==> config.mk <==
export PLATFORM = sky130hd
export DESIGN_NAME = hit_readout_controller
export DESIGN_NICKNAME = d
export VERILOG_FILES = /design/src/rtl/hit_readout_pkg.sv /design/src/rtl/hit_frame_serializer.sv /design/src/rtl/hit_readout_controller.sv
export SDC_FILE = /design/constraint.sdc
export NUM_CORES = 1
export LEC_CHECK = 0
export BUFFER_PORTS_ARGS = -buffer_cell sky130_fd_sc_hd__buf_2
export CAP_MARGIN = 25
export CORE_ASPECT_RATIO = 0.7
export CORE_MARGIN = 2
export CORE_UTILIZATION = 47
export CTS_CLUSTER_SIZE = 40
export DETAILED_ROUTE_END_ITERATION = 10
export HOLD_SLACK_MARGIN = 0.12
export PLACE_DENSITY = 0.68
export SYNTH_ARGS = -nofsm -noshare
export SYNTH_HDL_FRONTEND = slang
export SYNTH_SLANG_ARGS = --single-unit
==> constraint.sdc <==
create_clock -name clk -period 6.1 [get_ports clk]
set_clock_uncertainty 0.05 [all_clocks]
set_input_delay 0.61 -clock clk [delete_from_list [all_inputs] [get_ports clk]]
set_output_delay 0.61 -clock clk [all_outputs]
set_load 0.01 [all_outputs]
==> src/rtl/hit_readout_pkg.sv <==
// Shared types and constants for the hit readout sequencer and its frame serializer.
package hit_readout_pkg;

    localparam int         N_CH      = 24;
    localparam logic [7:0] FRAME_HDR = 8'hA5;
    localparam int         FRAME_LEN = 5;

    typedef enum logic [1:0] {
        ST_IDLE,
        ST_WINDOW,
        ST_SEND,
        ST_CLEAR
    } state_t;

    // Byte idx of a frame: header, snapshot low/mid/high, sequence number.
    function automatic logic [7:0] frame_byte(input logic [2:0]      idx,
                                              input logic [N_CH-1:0] snap,
                                              input logic [7:0]      seq);
        case (idx)
            3'd0:    frame_byte = FRAME_HDR;
            3'd1:    frame_byte = snap[7:0];
            3'd2:    frame_byte = snap[15:8];
            3'd3:    frame_byte = snap[23:16];
            default: frame_byte = seq;
        endcase
    endfunction

endpackage

==> src/rtl/hit_frame_serializer.sv <==
// Streams one 5-byte hit frame over a valid/ready byte port and flags the last transfer.
import hit_readout_pkg::*;

module hit_frame_serializer (
    input  logic            clk,
    input  logic            rst_n,
    input  logic            start,
    input  logic [N_CH-1:0] snap,
    input  logic [7:0]      seq,
    input  logic            tx_ready,
    output logic [7:0]      tx_data,
    output logic            tx_valid,
    output logic            done
);

    localparam logic [2:0] LAST_IDX = 3'(FRAME_LEN - 1);

    logic [2:0] idx;

    // Present the header on start, then advance one byte per accepted transfer.
    // NOTE: sequential state uses non-blocking assignments so every flop samples pre-edge values.
    always_ff @(posedge clk or negedge rst_n) begin
        if (!rst_n) begin
            idx      <= '0;
            tx_valid <= 1'b0;
            tx_data  <= 8'h00;
        end else if (start) begin
            idx      <= '0;
            tx_valid <= 1'b1;
            tx_data  <= FRAME_HDR;
        end else if (tx_valid && tx_ready) begin
            if (idx == LAST_IDX) begin
                idx      <= '0;
                tx_valid <= 1'b0;
                tx_data  <= 8'h00;
            end else begin
                idx     <= idx + 3'd1;
                tx_data <= frame_byte(idx + 3'd1, snap, seq);
            end
        end
    end

    // The final byte is being accepted on this edge.
    assign done = tx_valid && tx_ready && (idx == LAST_IDX);

endmodule

==> src/rtl/hit_readout_controller.sv <==
// Sequencer for the 24-channel hit latch bank: coincidence window, snapshot,
// frame readout and dead-time clear of the bank.
import hit_readout_pkg::*;

module hit_readout_controller #(
    parameter int N_CH            = 24,
    parameter int WINDOW_CYCLES   = 100,
    parameter int DEADTIME_CYCLES = 50,
    parameter int CNT_W           = 16
) (
    input  logic            clk,
    input  logic            rst_n,
    input  logic            arm,
    input  logic [N_CH-1:0] latch_q,
    output logic            latch_clr_n,
    output logic [7:0]      tx_data,
    output logic            tx_valid,
    input  logic            tx_ready,
    output logic            busy,
    output logic [7:0]      seq,
    output logic [7:0]      pileup_count
);

    if (N_CH != 24) begin : g_bad_n_ch
        $error("hit_readout_controller: frame format requires N_CH == 24");
    end
    if (WINDOW_CYCLES < 1 || DEADTIME_CYCLES < 1) begin : g_bad_cycles
        $error("hit_readout_controller: window and dead time must be at least 1 cycle");
    end

    localparam logic [CNT_W-1:0] WIN_LAST  = CNT_W'(WINDOW_CYCLES - 1);
    localparam logic [CNT_W-1:0] DEAD_LAST = CNT_W'(DEADTIME_CYCLES - 1);

    state_t           state, state_next;
    logic [CNT_W-1:0] cnt;
    logic [N_CH-1:0]  snapshot;
    logic             start;
    logic             frame_done;
    logic             clr_n_next;

    // State register.
    always_ff @(posedge clk or negedge rst_n) begin
        if (!rst_n) state <= ST_IDLE;
        else        state <= state_next;
    end

    // Next-state, serializer start and next value of the bank clear.
    // NOTE: every always_comb output gets a default first so no path can infer a latch.
    always_comb begin
        state_next = state;
        start      = 1'b0;
        clr_n_next = latch_clr_n;
        case (state)
            ST_IDLE: begin
                clr_n_next = arm;
                if (arm && (|latch_q)) state_next = ST_WINDOW;
            end
            ST_WINDOW: begin
                clr_n_next = 1'b1;
                if (cnt == WIN_LAST) begin
                    start      = 1'b1;
                    state_next = ST_SEND;
                end
            end
            ST_SEND: begin
                clr_n_next = 1'b1;
                if (frame_done) begin
                    clr_n_next = 1'b0;
                    state_next = ST_CLEAR;
                end
            end
            ST_CLEAR: begin
                clr_n_next = 1'b0;
                if (cnt == DEAD_LAST) begin
                    clr_n_next = arm;
                    state_next = ST_IDLE;
                end
            end
            default: state_next = ST_IDLE;
        endcase
    end

    // Shared window/dead-time counter, snapshot, sequence, pileup and registered outputs.
    always_ff @(posedge clk or negedge rst_n) begin
        if (!rst_n) begin
            cnt          <= '0;
            snapshot     <= '0;
            seq          <= 8'h00;
            pileup_count <= 8'h00;
            latch_clr_n  <= 1'b0;
            busy         <= 1'b0;
        end else begin
            if (state_next != state)
                cnt <= '0;
            else if (state == ST_WINDOW || state == ST_CLEAR)
                cnt <= cnt + CNT_W'(1);

            if (start) snapshot <= latch_q;

            if (frame_done) begin
                seq <= seq + 8'd1;
                if (((latch_q & ~snapshot) != '0) && (pileup_count != 8'hFF))
                    pileup_count <= pileup_count + 8'd1;
            end

            latch_clr_n <= clr_n_next;
            busy        <= (state_next != ST_IDLE);
        end
    end

    hit_frame_serializer u_serializer (
        .clk      (clk),
        .rst_n    (rst_n),
        .start    (start),
        .snap     (snapshot),
        .seq      (seq),
        .tx_ready (tx_ready),
        .tx_data  (tx_data),
        .tx_valid (tx_valid),
        .done     (frame_done)
    );

endmodule

After elaboration in Yosys (flattened, before gate mapping). Cells that the tools add are included.

Add/subtract/negate cells: 4. Equal/unequal tests: 11. Mux-type cells: 22. Bitwise gates (word level): 2. Reduce and logical (&&, ||, !) cells: 15.

Operator list (number): 2-to-1 mux 16 bit (2); case mux 8 bit (4 select lines) (1); AND 24 bit (1); 2-to-1 mux 8 bit (3); inverter 24 bit (1); nonzero test 24 bit (1); OR reduction 24 bit (1); adder 16 x 1 -> 16 bit, second input constant (1); adder 8 x 1 -> 8 bit, second input constant (2); equality test 16 x 6 -> 1 bit, second input constant (1); equality test 16 x 7 -> 1 bit, second input constant (1); 2-to-1 mux 3 bit (3); 2-to-1 mux 2 bit (4); != test 8 bit, second input constant (1); case mux 2 bit (4 select lines) (1); nonzero test 2 bit (4); 2-to-1 mux 1 bit (7); equality test 3 x 2 -> 1 bit, second input constant (2); equality test 2 bit, second input constant (2); logical AND 1 bit (4); case mux 1 bit (4 select lines) (1); AND reduction 2 bit (2); adder 3 x 1 -> 3 bit, second input constant (1); equality test 3 x 1 -> 1 bit, second input constant (1); other kinds (6) (6).

Register bits after elaboration: 72. Output and inout port bits: 27. Logic and storage cells: 64.

Longest topological paths before layout.
Depth in word-level cells: 6. Mapped depth: 9. Depth with buffers taken out: 7.

Cells and area by module. From an unflattened synthesis, not the netlist that was laid out.

Cell total of the unflattened synthesis: 364. Area total of the unflattened synthesis: 3713.6 µm².

Modules (own cells, without submodules): hit_readout_controller (instances 1, cells an instance 275, area an instance 2904.0 µm², seq. area each 1501.4 µm²); hit_frame_serializer (instances 1, cells an instance 89, area an instance 809.5 µm², seq. area each 300.3 µm²).

Least setup slack after synthesis. OpenSTA, ideal clock, no wires.

Path type: register to register. From: register cnt[13]. To: register snapshot[16]. Setup time: 127 ps. Data arrival time: 2014 ps. Data required time: 5923 ps. Path slack: 3908 ps. Stages on the path, launching flop included: 7. Buffers on the path: 2. Clock period less this slack: 2192 ps. Path through: dfrtp_1 or4_4 nor4_4 and2_1 buf_6 buf_6 mux2_1.

Cells in the longest elaborated chain, start to end: 3.

Ends and longest elaborated chain: from (decl) (line hit_readout_controller.sv:35) `logic [CNT_W-1:0] cnt;`; from (signal assigned) (line hit_readout_controller.sv:96) `cnt <= cnt + CNT_W'(1);`; equality test 16 x 7 -> 1 bit (line hit_readout_controller.sv:60) `if (cnt == WIN_LAST) begin`; 2-to-1 mux 1 bit (line hit_readout_controller.sv:60); 2-to-1 mux 1 bit (line hit_readout_controller.sv:53) `case (state)`; to (signal assigned) (line hit_readout_controller.sv:98) `if (start) snapshot <= latch_q;`; to (decl) (line hit_readout_controller.sv:36) `logic [N_CH-1:0] snapshot;`.

No other way between the ends. A chain may end at the register's enable or synchronous reset.

Worst setup path in the final report.
From: register u_serializer.idx[0]. To: register cnt[4].

Cells in the longest elaborated chain, start to end: 6. Elaborated cells on any way between the ends: 7. Those cells by class: 2 x eq/ne; 3 x mux; 2 x reduce/logical.

Ends and longest elaborated chain: from (decl) (line hit_frame_serializer.sv:18) `logic [2:0] idx;`; from (signal assigned) (line hit_frame_serializer.sv:37) `idx <= idx + 3'd1;`; equality test 3 bit (*) (line hit_frame_serializer.sv:44) `assign done = tx_valid && tx_ready && (idx == LAST_IDX);`; logical AND 1 bit (*) (line hit_frame_serializer.sv:44); 2-to-1 mux 2 bit (*) (line hit_readout_controller.sv:67) `if (frame_done) begin`; case mux 2 bit (4 select lines) (*) (line hit_readout_controller.sv:53); != test 2 bit (*) (line hit_readout_controller.sv:93) `if (state_next != state)`; 2-to-1 mux 16 bit or nonzero test 2 bit (tied branches).

Every way passes the cells marked *; elsewhere a longest branch is shown, timed or not.

==> flow_summary.ini <==
[run_status]
status = finished clean

[grt]
antenna_found_initial = 1
overflow = 0
grt_max_degree = 73
grt_pass1_vias = 2741
grt_pass1_wl_mm = 14.5
grt_usage_pct = 21.6

[pwr]
p_leak_nw = 2.21
irDropWorstVdd_uv = 249
power_density_nw_per_um2 = 320
power_mw = 1.39

[logic_synthesis]
synthMuxAreaShare_pct = 8.62
synth_common_cells = dfrtp_1, nor2_1, mux2_1, xor2_1, inv_1
synth_edf_count = 0
synth_most_common_cell = dfrtp_1
synth_compound_area_share_pct = 12.4
synth_xor_area_share_pct = 6.78
synth_area_per_cell_um2 = 10.8
yosysWarnings = 0
synthesis.nets = 384
synth_ff_type = dfrtp_1
yosys.area.top_type_share_pct = 48.1
synthesis.area_um2 = 3740
ys_types = 49
synth-seq-area-share_pct = 48.1
async_reset_ff_share_pct = 100
synth_fa_ha_area_share_pct = 3.01
synthCells = 347
yosys_register_bits = 72
synth_top_family_by_area = simple AND/OR/NAND/NOR gates
synth_area_leader_cell = dfrtp_1
synthSimpleGateAreaFrac_pct = 16.9
synthTopCellsByArea = dfrtp_1, mux2_1, xor2_1

[clock_network]
post_cts_buffers = 0
clock_latency_ps = 330
ctsHoldBuffers = 0
clock_sinks = 72
htreeDepth = 3
clock_path_buffers = 2
cts_tree = done
root_buffer = clkbuf_16
cts_resized = 0
cts_made_buffers = 9
clk_pin_slew_ps = 50

[place]
hpwlAfterDp_mm = 6.44
routabilityCongestion = 0.903
portBuffers = 54

[route]
drtAntennaViolNets = 0
drt-wirelength-per-cell_um = 17.5
drt-total-wl_mm = 8.85
vias = 2901
drtIter0Drc = 254
drt-pass1-iter-count = 5
vias_per_cell = 5.73
route.detailed.drc = 0

[floorplanning]
initial_core_util_pct = 48.0
die_h_um = 78.7
dieArea_um2 = 8710
die_w_um = 111
core_area_um2 = 7800
rows = 27
pin_count = 55

[cells_and_area]
drive_gt1_share_pct = 19.1
area_delta_synth_final_pct = 16.5
fin_util_pct = 55.9
nets = 437

[timing]
period_needed_ps = 2750
hold_viol = 0
worst_pin_slew_ps = 1110
rsz0062_at_grt = false
slew_viol_final = 0
max_freq_ghz = 0.363
setup_viol_count_final = 0
max_slew_margin_pct = 25.1
setup_tns_ps = 0
period_share_pct = 45.1

[setup_path]
worstPathRequired_ps = 6240
crit_arrival_ps = 2890
end_kind = flop
path_class = flop to flop
cp_max_fo = 13
cp-start-kind = flop

[hold_path]
min-delay-path-class = input port to async pin

[job]
cap_viol_max_count = 0
[metrics by stage]
step                worst slack (ps)  std cells  area, um2  hold slack (ps)
floorplan                       3910        347       3740              264
global placement                3540        490       4070              418
detailed placement              3370        490       4070              423
CTS                             3360        505       4360              435
global route                    3110        505       4360              451
finish                          3350        506       4360              429
[cell type report]
cell class / count / area [um2]
Tap cell: 101 / 126
Inverter: 19 / 71.3
Clock inverter: 4 / 45.0
Timing Repair Buffer: 56 / 285
Sequential cell: 72 / 1800
Multi-Input combinational cell: 242 / 1790
Antenna cell: 1 / 2.50
Fill cell: 673 / 3440
Clock buffer: 11 / 243
[cell families after synthesis]
kind of cell / after synthesis
AND/OR/NAND/NOR: 111
flip-flops: 72
XOR/XNOR: 29
multiplexers: 29
AO/OA/AOI/OAI: 64
buffers and inverters: 33
adder cells (fa/ha/maj): 9
[state kept, by name, indices dropped and copies added, names as in the netlist]
register	flops
pileup_count	8
latch_clr_n	1
seq	8
cnt	16
snapshot	24
busy	1
u_serializer.tx_data	8
state	2
u_serializer.idx	3
u_serializer.tx_valid	1
[worst max-delay path, stage by stage, from the launching register on]
cell	delay, ps
dfrtp_1	430
inv_1	110
ha_1	460
and4_1	570
nand2_1	150
nor2b_1	170
a22oi_2	540
nor2_1	120
[placed cells by master (no fill, tap or decap), types with 9 or more instances in the layout]
master     netlist  layout
buf_2            2      54
xor2_1          21      21
mux2_1          25      25
a21oi_1         18      18
nand2_1         15      15
inv_1           19      19
dfrtp_1         72      72
clkbuf_16        0       9
nand2b_1        17      17
nand4_1         12      12
nor2_1          26      26
ha_1             9       9
[final timing paths]
path                                                     start                             endpoint  slack (ps)  cells after the start
max                            u_serializer.idx[0]$_DFFE_PN0P_                   cnt[4]$_DFFE_PN0P_        3350                      7
min                                                      rst_n    u_serializer.tx_valid$_DFFE_PN0P_         430                      2
max reg2reg                    u_serializer.idx[0]$_DFFE_PN0P_                   cnt[4]$_DFFE_PN0P_        3350                      7
min reg2reg                u_serializer.tx_data[7]$_DFFE_PN0P_  u_serializer.tx_data[7]$_DFFE_PN0P_         430                      1
max in group asynchronous                                rst_n                  cnt[13]$_DFFE_PN0P_        4960                      2
min in group clk           u_serializer.tx_data[7]$_DFFE_PN0P_  u_serializer.tx_data[7]$_DFFE_PN0P_         430                      1
[routing by layer]
layer,global-route usage [%],vias up,wire (um)
met2,29.6,106,3780
met5,0,-,0
li1,-,1372,-
met3,7.88,7,738
met4,6.88,0,89
met1,31.6,1416,4240
[power by group]
group,switching (mW),total (mW),internal [mW],leakage [nW]
Sequential,0.0847,0.631,0.546,0.961
Clock,0.185,0.508,0.323,0.145
Combinational,0.142,0.256,0.114,1.11
Note: power is estimated with default switching activity, not from simulation.
